<file path="src/rtl/arm_imm_encoder.sv">
// Iterative encoder for ARM data-processing rotated immediates: searches rotate_imm 0..15
// for an 8-bit immediate. Define ARM_IMM_ENCODER_FAST_EN to short-cut values already below 256.
module arm_imm_encoder (
  input  logic        clk,
  input  logic        reset_n,
  input  logic        start,
  input  logic [31:0] value,
  input  logic        carryFlag,
  output logic        busy,
  output logic        done,
  output logic        encodable,
  output logic [11:0] shifter_operand,
  output logic        carry
);

  localparam logic [1:0] IDLE   = 2'd0;
  localparam logic [1:0] SEARCH = 2'd1;
  localparam logic [1:0] DONE   = 2'd2;

  logic [1:0]  state;
  logic [31:0] v_reg;
  logic        c_reg;
  logic [3:0]  rot_cnt;

  logic [4:0]  rot_amt;
  logic [63:0] dbl;
  logic [31:0] rol;
  logic        match;

  // ROL(v, 2r) taken as the upper half of {v, v} shifted left
  always_comb begin
    rot_amt = {rot_cnt, 1'b0};
    dbl     = {v_reg, v_reg} << rot_amt;
    rol     = dbl[63:32];
    match   = (rol[31:8] == 24'd0);
  end

  assign busy = (state == SEARCH) || (state == DONE);
  assign done = (state == DONE);

  always_ff @(posedge clk or negedge reset_n) begin
    if (!reset_n) begin
      state           <= IDLE;
      v_reg           <= '0;
      c_reg           <= 1'b0;
      rot_cnt         <= '0;
      encodable       <= 1'b0;
      shifter_operand <= '0;
      carry           <= 1'b0;
    end else begin
      case (state)
        IDLE: begin
          if (start) begin
            v_reg   <= value;
            c_reg   <= carryFlag;
            rot_cnt <= '0;
`ifdef ARM_IMM_ENCODER_FAST_EN
            if (value[31:8] == 24'd0) begin
              encodable       <= 1'b1;
              shifter_operand <= {4'h0, value[7:0]};
              carry           <= carryFlag;
              state           <= DONE;
            end else begin
              state <= SEARCH;
            end
`else
            state <= SEARCH;
`endif
          end
        end
        SEARCH: begin
          if (match) begin
            encodable       <= 1'b1;
            shifter_operand <= {rot_cnt, rol[7:0]};
            carry           <= (rot_cnt == 4'd0) ? c_reg : v_reg[31];
            state           <= DONE;
          end else if (rot_cnt == 4'hF) begin
            encodable       <= 1'b0;
            shifter_operand <= '0;
            carry           <= c_reg;
            state           <= DONE;
          end else begin
            rot_cnt <= rot_cnt + 4'd1;
          end
        end
        DONE:    state <= IDLE;
        default: state <= IDLE;
      endcase
    end
  end

endmodule

</file>
<file path="config.mk">
export PLATFORM = sky130hd
export DESIGN_NAME = arm_imm_encoder
export DESIGN_NICKNAME = d
export VERILOG_FILES = /design/src/rtl/arm_imm_encoder.sv
export SDC_FILE = /design/constraint.sdc
export NUM_CORES = 1
export LEC_CHECK = 0
export ABC_AREA = 0
export CAP_MARGIN = 20
export CELL_PAD_IN_SITES_DETAIL_PLACEMENT = 0
export CELL_PAD_IN_SITES_GLOBAL_PLACEMENT = 1
export CORE_MARGIN = 4
export CORE_UTILIZATION = 35
export DETAILED_ROUTE_END_ITERATION = 10
export PLACE_DENSITY = 0.64
export SKIP_LAST_GASP = 1
export SLEW_MARGIN = 30
export SYNTH_ARGS = -nofsm -noshare
export SYNTH_HDL_FRONTEND = slang
export SYNTH_SLANG_ARGS = --single-unit
</file>
<file path="constraint.sdc">
create_clock -name clk -period 7.8 [get_ports clk]
set_input_delay 2.34 -clock clk [delete_from_list [all_inputs] [get_ports clk]]
set_output_delay 2.34 -clock clk [all_outputs]
set_load 0.005 [all_outputs]
</file>
==> results_dict.tcl, run 1 <==
set metrics [dict create \
    track_usage 0.157 \
    synth_nets 373 \
    tightest_slew_ps 869 \
    grt_pass1_vias 2874 \
    fp.dieW_um 112 \
    max_freq_ghz 0.238 \
    holdBufCountCts 0 \
    die_y_um 112 \
    clock_path_buffers 2 \
    die_area_um2 12500 \
    finalCriticalPeriod_ps 4190 \
    cts_tree "built" \
    design_area_um2 4470 \
    cts_buffers 5 \
    hp-class "reg -> reg" \
    met3_usage 0.0250 \
    max_cap_violations 0 \
    yosysWarningCount 0 \
    synth-edff-count 0 \
    synth_cell_types 57 \
    fin_tns_setup_ps 0 \
    yosysTopAreaCell "dfrtp_1" \
    slew_viol_final 0 \
    outcome "finished clean" \
    cts.sinks 53 \
    min-delay-start "encodable$_DFFE_PN0P_" \
    drc 0 \
    drt_iter0_drc 252 \
    synth.most_common_cell "dfrtp_1" \
    synthCells 332 \
    largest_register_ffs 32 \
    dp_hpwl_um 7100 \
    core_region_area_um2 10400 \
    synth-async-reset-ratio 1.00 \
    clkLatencyLatePin_ps 310 \
    grtUsageMet1 0.232 \
    synth_common_cells "53 x dfrtp_1, 38 x mux2_2, 30 x mux4_2" \
    final_core_util 0.429 \
    setup_viol 0 \
    slew_headroom 0.419 \
    n_antenna_cell 0 \
    placementRows 37 \
    vias 2994 \
    yosysSeqAreaShare 0.351 \
    ant_nets 0 \
    p_leak_nw 1.67 \
    grt_use_met2 0.245 \
    ys_dominant_reg_cell "dfrtp_1" \
    p_per_area_nw_per_um2 379 \
    crit_required_ps 8060 \
    r2r_start "rot_cnt[0]$_DFFE_PN0P_" \
    busiest_layer "met2" \
    period_share 0.538 \
    wl_per_cell_um 19.2 \
    cts_setup_buffers 0 \
    synth_top_area_share 0.351 \
    total_power_mw 1.69 \
    holdWs_ps 494 \
    syn-cell-area_um2 3780 \
    nets 411 \
    worst-path-max-fanout 37 \
    drive_gt1_frac 0.245 \
    cts_resized 0 \
    grt_max_degree 54 \
    grt.overflow.total 0 \
    end_kind "flop" \
    clk_pin_slew_ps 110 \
    drt-total-wl_um 9720 \
    cp.arrival_ps 4450 \
    initial_core_util 0.363 \
    grt_pass1_wl_um 15900 \
    port_buffers 51 \
    crit_start "rot_cnt[0]$_DFFE_PN0P_" \
    synth-seq-cells 53 \
    skew_ps 10.9 \
    cp-start-kind "flop" \
    vdd_drop_max_v 0.000158 \
    place_area_um2 4360 \
    dr.pass1.iters 5 \
    viasPerCell 5.91 \
    htree_num_levels 2 \
    criticalPathCategory "reg -> reg" \
    antenna_found_initial 0 \
    synthTopCellsByArea "dfrtp_1 35%, mux4_2 18%, mux2_2 11%" \
    avgSynthCellArea_um2 11.4 \
    io_pins 52 \
    cts-root-buf "clkbuf_8" \
    rsz0062_at_grt "no" \
    syn2layout_area_growth_pct 18.3 \
    gp_congestion 0.875 \
    hold_viol_final 0 \
]
==> kinds of logic (layout without fill, tap and decap cells) <==
logic type	count (synthesis)	in the layout	share of synthesized area
and+or+nand+nor	96	96	0.138
muxes	85	85	0.341
AOI/OAI and AO/OA	59	59	0.108
DFF	53	53	0.351
buffers and inverters	34	73	0.0450
adders and majority gates	5	5	0.0166
==> metal layers <==
layer | vias up | routed length, um
li1 | 1373 | -
met1 | 1534 | 4580
met2 | 78 | 4590
met3 | 9 | 460
met4 | 0 | 89
met5 | - | 0
==> worst max-delay path: stages, from the launching register on <==
cell and delay (ps):
dfrtp_2 610, buf_4 540, mux4_1 680, or4_4 560, o31ai_1 80, a32oi_1 150, o32ai_2 180, nand4_1 730
a211oi_1 430, a31o_1 140
==> placed cells by master, fill, tap and decap left out, types with 3 or more instances in the layout <==
cell and count:
a31oi_1 4, o21ai_1 5, nor3_1 21, mux2_2 38, o21ai_0 11, clkdlybuf4s50_1 50
ha_1 5, nor3b_1 9, mux2i_1 16, nand3_1 20, clkbuf_8 5, o211ai_1 3
buf_4 5, inv_1 7, a21oi_1 10, nand2b_1 5, nand2_1 17, nor2b_1 3
o31ai_1 3, dfrtp_1 52, nor2_1 8, mux4_2 30
==> report_power, final <==
part	switching [mW]	total (mW)	leakage, nW	internal (mW)
sequential	0.194	0.565	0.658	0.371
clock	0.0989	0.195	0.0585	0.0964
combinational	0.426	0.931	0.956	0.505
total	0.719	1.69	1.67	0.972
==> area by class of cell <==
class,instances,area (um^2)
Timing Repair Buffer,56,543
Clock buffer,5,68.8
Tap cell,136,170
Fill cell,1023,5950
Inverter,9,33.8
Multi-Input combinational cell,245,2280
Clock inverter,3,43.8
Sequential cell,53,1330
==> path summary, 6_finish.rpt <==
check | cells after the start | slack, ps | to
worst max-delay path | 9 | 3610 | shifter_operand[2]$_DFFE_PN0P_
worst min-delay path | 2 | 490 | encodable$_DFFE_PN0P_
worst max register to register | 9 | 3610 | shifter_operand[2]$_DFFE_PN0P_
worst min register to register | 2 | 490 | encodable$_DFFE_PN0P_
max in group asynchronous | 2 | 5160 | rot_cnt[0]$_DFFE_PN0P_
min in group asynchronous | 2 | 2140 | encodable$_DFFE_PN0P_
==> per-stage QoR <==
step           setup WS [ps]  instances
2_1_floorplan           4430        332
3_3_place_gp            3690        499
3_5_place_dp            3600        499
4_1_cts                 3570        507
5_1_grt                 3210        507
6_report                3610        507
Note: power is estimated with default switching activity, not from simulation.
==> run 2: changes to the inputs <==
- clock period: 7.8 -> 4 ns (I/O delays scaled with it)
==> run 2 against run 1 <==
Compared with the run above:
- worst hold slack about the same
- global-route usage is 0.79 points higher
- clock-buffer cell count grew 1
- first-iteration DRC count down 20%
- sequential share of layout area fell by 0.49 points
- sequential power grew 100%
- clock power increased by 100%
- non-clock buffer count is 9 higher
- total power up 100%
- via count increased by 1.3%
- critical path type unchanged
- critical endpoint is now rot_cnt[1]$_DFFE_PN0P_
- largest cell class unchanged
- highest routed layer unchanged
==> results_dict.tcl, run 2 (synthesis results as in run 1) <==
set metrics [dict create \
    htree_num_levels 2 \
    max_cap_violations 0 \
    cpLargestDelayFamily "simple AND/OR/NAND/NOR gates" \
    drt-total-wl_um 10000 \
    end_kind "flop" \
    cp_slowest_stage_delay_ps 740 \
    p_per_area_nw_per_um2 744 \
    ant_nets 0 \
    outcome "finished clean" \
    period_share 0.874 \
    met1Wirelength_um 4610 \
    initial_core_util 0.363 \
    worst-path-max-fanout 23 \
    dr_wl_met3_um 670 \
    io_pins 52 \
    skew_ps 13.7 \
    antenna_found_initial 0 \
    slew_viol_final 0 \
    drt_iter0_drc 202 \
    die_area_um2 12500 \
    drive_gt1_frac 0.263 \
    max_freq_ghz 0.286 \
    tightest_slew_ps 786 \
    layout.cells.most_common_list "52 x dfrtp_1, 50 x clkdlybuf4s50_1, 38 x mux2_2" \
    dr_wl_met2_um 4600 \
    nets 420 \
    layout_commonest_cell "dfrtp_1" \
    finalCriticalPeriod_ps 3500 \
    viasPerCell 5.88 \
    cp-start-kind "flop" \
    grt_max_degree 34 \
    criticalPathCategory "reg -> reg" \
    topRoutingLayerUsed "met4" \
    fp.dieW_um 112 \
    crit_path_top_delay_cell "dfrtp_2" \
    layoutNonFillerInstCount 516 \
    grt_pass1_wl_um 16600 \
    cts_setup_buffers 0 \
    p_leak_nw 1.72 \
    dpl_worst_slack_ps 503 \
    die_y_um 112 \
    cts_tree "built" \
    cp.arrival_ps 3700 \
    vdd_drop_max_v 0.000253 \
    slew_headroom 0.476 \
    clkLatencyLatePin_ps 330 \
    grt_pass1_vias 2981 \
    clk_pin_slew_ps 100 \
    track_usage 0.165 \
    crit_required_ps 4210 \
    holdWs_ps 493 \
    cts_buffers 5 \
    cts_resized 0 \
    grt.overflow.total 0 \
    syn2layout_area_growth_pct 20.3 \
    cts-root-buf "clkbuf_8" \
    vias 3034 \
    fin_tns_setup_ps 0 \
    crit_chain "buf_4 -> mux4_2 -> nor3_1 -> nor3b_1 -> a31oi_1 -> o311ai_2 -> nand3_2 -> and3_4 -> a311o_1" \
    placementRows 37 \
    setup_slack_ps 504 \
    largest_register_ffs 32 \
    dr.pass1.iters 5 \
    dp_hpwl_um 7470 \
    n_antenna_cell 0 \
    setup_viol 0 \
    wl_per_cell_um 19.4 \
    rsz0062_at_grt "no" \
    path_buf_inv 1 \
    cts.sinks 53 \
    port_buffers 51 \
    dp_cells 508 \
    gp_congestion 0.891 \
    drc 0 \
    holdBufCountCts 0 \
    total_power_mw 3.38 \
    hp-class "reg -> reg" \
    hold_viol_final 0 \
    clock_path_buffers 2 \
    core_region_area_um2 10400 \
]
==> run 2: cell count changes in the layout (fill, tap and decap cells not counted), sizes merged <==
cell,change
inv,-1
clkinv,-1
clkinvlp,+1
buf,+9
clkbuf,+1
==> run 2: final timing paths <==
| path | from | endpoint | slack [ps] | cells past startpoint |
|---|---|---|---|---|
| min in group asynchronous | reset_n | v_reg[18]$_DFFE_PN0P_ | 910 | 1 |
| max reg2reg | rot_cnt[0]$_DFFE_PN0P_ | rot_cnt[1]$_DFFE_PN0P_ | 500 | 9 |
| max in group asynchronous | reset_n | rot_cnt[1]$_DFFE_PN0P_ | 2290 | 2 |
| min | encodable$_DFFE_PN0P_ | encodable$_DFFE_PN0P_ | 490 | 2 |
| min reg2reg | encodable$_DFFE_PN0P_ | encodable$_DFFE_PN0P_ | 490 | 2 |
| max | rot_cnt[0]$_DFFE_PN0P_ | rot_cnt[1]$_DFFE_PN0P_ | 500 | 9 |
==> run 2: final cells by class <==
| cell class | count | area, um^2 |
|---|---|---|
| Multi-Input combinational cell | 245 | 2280 |
| Tap cell | 136 | 170 |
| Timing Repair Buffer | 65 | 611 |
| Clock inverter | 2 | 37.5 |
| Clock buffer | 6 | 82.6 |
| Sequential cell | 53 | 1330 |
| Inverter | 9 | 33.8 |
| Fill cell | 1014 | 5870 |
==> run 2: worst reg2reg max path, delay by kind of cell (launching register included) <==
kind,cells,cell delay [ps]
and+or+nand+nor,4,1060
buffers and inverters,1,280
muxes,1,520
DFF,1,740
AOI/OAI and AO/OA,3,780
==> run 2: per-layer routing <==
layer,vias up,track usage
li1,1390,-
met1,1531,0.243
met2,104,0.251
met3,9,0.0332
met4,0,0.0406
met5,-,0
==> run 2: through the flow <==
step | instance area, um^2 | util
after CTS | 4540 | 0.436
after detailed placement | 4420 | 0.425
final | 4540 | 0.436
after global placement | 4420 | 0.425
after global routing | 4540 | 0.436
after floorplan | 3780 | -
==> run 2: report_power, final <==
part / switching (mW) / internal [mW] / leakage (nW) / total, mW
logic: 0.824 / 1.03 / 1.00 / 1.85
clock network: 0.192 / 0.204 / 0.0574 / 0.396
registers: 0.413 / 0.723 / 0.658 / 1.14
==> run 3: changes to the inputs <==
- CORE_UTILIZATION: 35 -> 30
- GPL_TIMING_DRIVEN: default -> 1
- PLACE_DENSITY: 0.64 -> 0.56
- clock period: 4 -> 3.8 ns (I/O delays scaled with it)
==> run 3 against run 2 <==
Compared with the run above:
- utilization decreased by 5.3 points
- clock skew shrank 3.9 ps
- fmax grew 5.0%
- register-to-register slack worse by 30 ps
- die area up 15%
- worst hold slack got worse by 6.7 ps
- critical path type unchanged
- largest power group unchanged
- largest cell class unchanged
- sequential cell count stayed put
- non-clock buffer count up 3
- worst setup slack got worse by 33 ps
- combinational power up 5%
- via count down 1.1%
- sequential power increased by 6%
==> results_dict.tcl, run 3 (synthesis results as in run 1) <==
set metrics [dict create \
    placementRows 40 \
    syn2layout_area_growth_pct 23.2 \
    drc 0 \
    largest_register_ffs 32 \
    setup_viol 0 \
    antenna_found_initial 0 \
    skew_ps 9.80 \
    ant_nets 0 \
    fin_tns_setup_ps 0 \
    gp_congestion 0.869 \
    grt_pass1_vias 3105 \
    regToRegSetupSlack_ps 470 \
    outcome "finished clean" \
    crit_start "rot_cnt[0]$_DFFE_PN0P_" \
    die_area_um2 14500 \
    wl_per_cell_um 19.0 \
    clkLatencyLatePin_ps 310 \
    grt_pass1_wl_um 17200 \
    hp-class "reg -> reg" \
    layout.cells.most_common_list "52 x dfrtp_1, 50 x clkdlybuf4s50_1, 38 x mux2_2" \
    nets 423 \
    cts_tree "built" \
    dp_hpwl_um 7890 \
    cp.arrival_ps 3530 \
    cts.sinks 53 \
    r2r_start "rot_cnt[0]$_DFFE_PN0P_" \
    rsz0062_at_grt "no" \
    core_region_area_um2 12200 \
    htree_num_levels 2 \
    end_kind "flop" \
    max_cap_violations 0 \
    fp.dieW_um 120 \
    crit_required_ps 4000 \
    crit_chain "buf_4 -> mux4_2 -> or2_1 -> o31ai_1 -> a32oi_1 -> o32ai_2 -> nand3_2 -> and3_4 -> a311o_1" \
    clock_path_buffers 2 \
    drt-total-wl_um 10500 \
    cp-start-kind "flop" \
    track_usage 0.153 \
    p_leak_nw 1.76 \
    cp_slowest_stage_delay_ps 660 \
    io_pins 52 \
    grt.overflow.total 0 \
    slew_viol_final 0 \
    finalCriticalPeriod_ps 3330 \
    drt_iter0_drc 214 \
    vias 3002 \
    slew_headroom 0.456 \
    clk_pin_slew_ps 70 \
    vdd_drop_max_v 0.000319 \
    worst-path-max-fanout 20 \
    cts_resized 0 \
    cts-root-buf "clkbuf_16" \
    tightest_slew_ps 815 \
    crit_path_top_delay_cell "dfrtp_2" \
    max_freq_ghz 0.300 \
    layout_commonest_cell "dfrtp_1" \
    initial_core_util 0.311 \
    holdBufCountCts 0 \
    drive_gt1_frac 0.269 \
    min-delay-start "encodable$_DFFE_PN0P_" \
    grt_max_degree 34 \
    port_buffers 51 \
    cpLargestDelayFamily "compound AO/OA/AOI/OAI gates" \
    setup_slack_ps 472 \
    die_y_um 120 \
    p_per_area_nw_per_um2 795 \
    cts_buffers 5 \
    period_share 0.876 \
    viasPerCell 5.45 \
    dpl_worst_slack_ps 482 \
    cts_setup_buffers 0 \
    dr.pass1.iters 4 \
    path_buf_inv 1 \
    criticalPathCategory "reg -> reg" \
    hold_viol_final 0 \
    n_antenna_cell 0 \
]
==> run 3: per-layer routing <==
metal / global-route usage / part of all wire
met1: 0.213 / 0.47
met2: 0.238 / 0.46
met3: 0.0323 / 0.060
met4: 0.0496 / 0.017
met5: 0 / 0
==> run 3: path summary, 6_finish.rpt <==
path	cells after the start	to
worst max-delay path	9	rot_cnt[1]$_DFFE_PN0P_
worst min-delay path	2	encodable$_DFFE_PN0P_
worst max register to register	9	rot_cnt[1]$_DFFE_PN0P_
worst min register to register	2	encodable$_DFFE_PN0P_
max in group asynchronous	2	v_reg[21]$_DFFE_PN0P_
min in group asynchronous	1	shifter_operand[5]$_DFFE_PN0P_
==> run 3: worst register-to-register path, stage by stage, from the launching register on <==
cell and delay (ps):
dfrtp_2 660, buf_4 330, mux4_2 550, or2_1 270, o31ai_1 240, a32oi_1 150
o32ai_2 190, nand3_2 240, and3_4 250, a311o_1 340
==> run 3: stage by stage <==
stage | instance area (um^2) | power [mW] | hold slack [ps] | utilization | instances
floorplan | 3780 | 2.57 | 471 | - | 332
global placement | 4490 | 3.18 | 461 | 0.369 | 543
detailed placement | 4490 | 3.17 | 472 | 0.369 | 543
CTS | 4660 | 3.72 | 487 | 0.383 | 551
global route | 4660 | 3.96 | 520 | 0.383 | 551
finish | 4660 | 3.70 | 487 | 0.383 | 551
==> run 3: layout make-up <==
class | count | area [um^2]
inverter | 9 | 33.8
tap | 168 | 210
multi-input combinational | 245 | 2280
timing repair buffer | 68 | 633
sequential | 53 | 1330
clock inverter | 3 | 43.8
fill | 1223 | 7510
clock buffer | 5 | 125
==> run 3: report_power, final <==
part	total (mW)	switching [mW]	internal [mW]
registers	1.21	0.453	0.761
clock network	0.537	0.225	0.313
logic	1.95	0.861	1.09
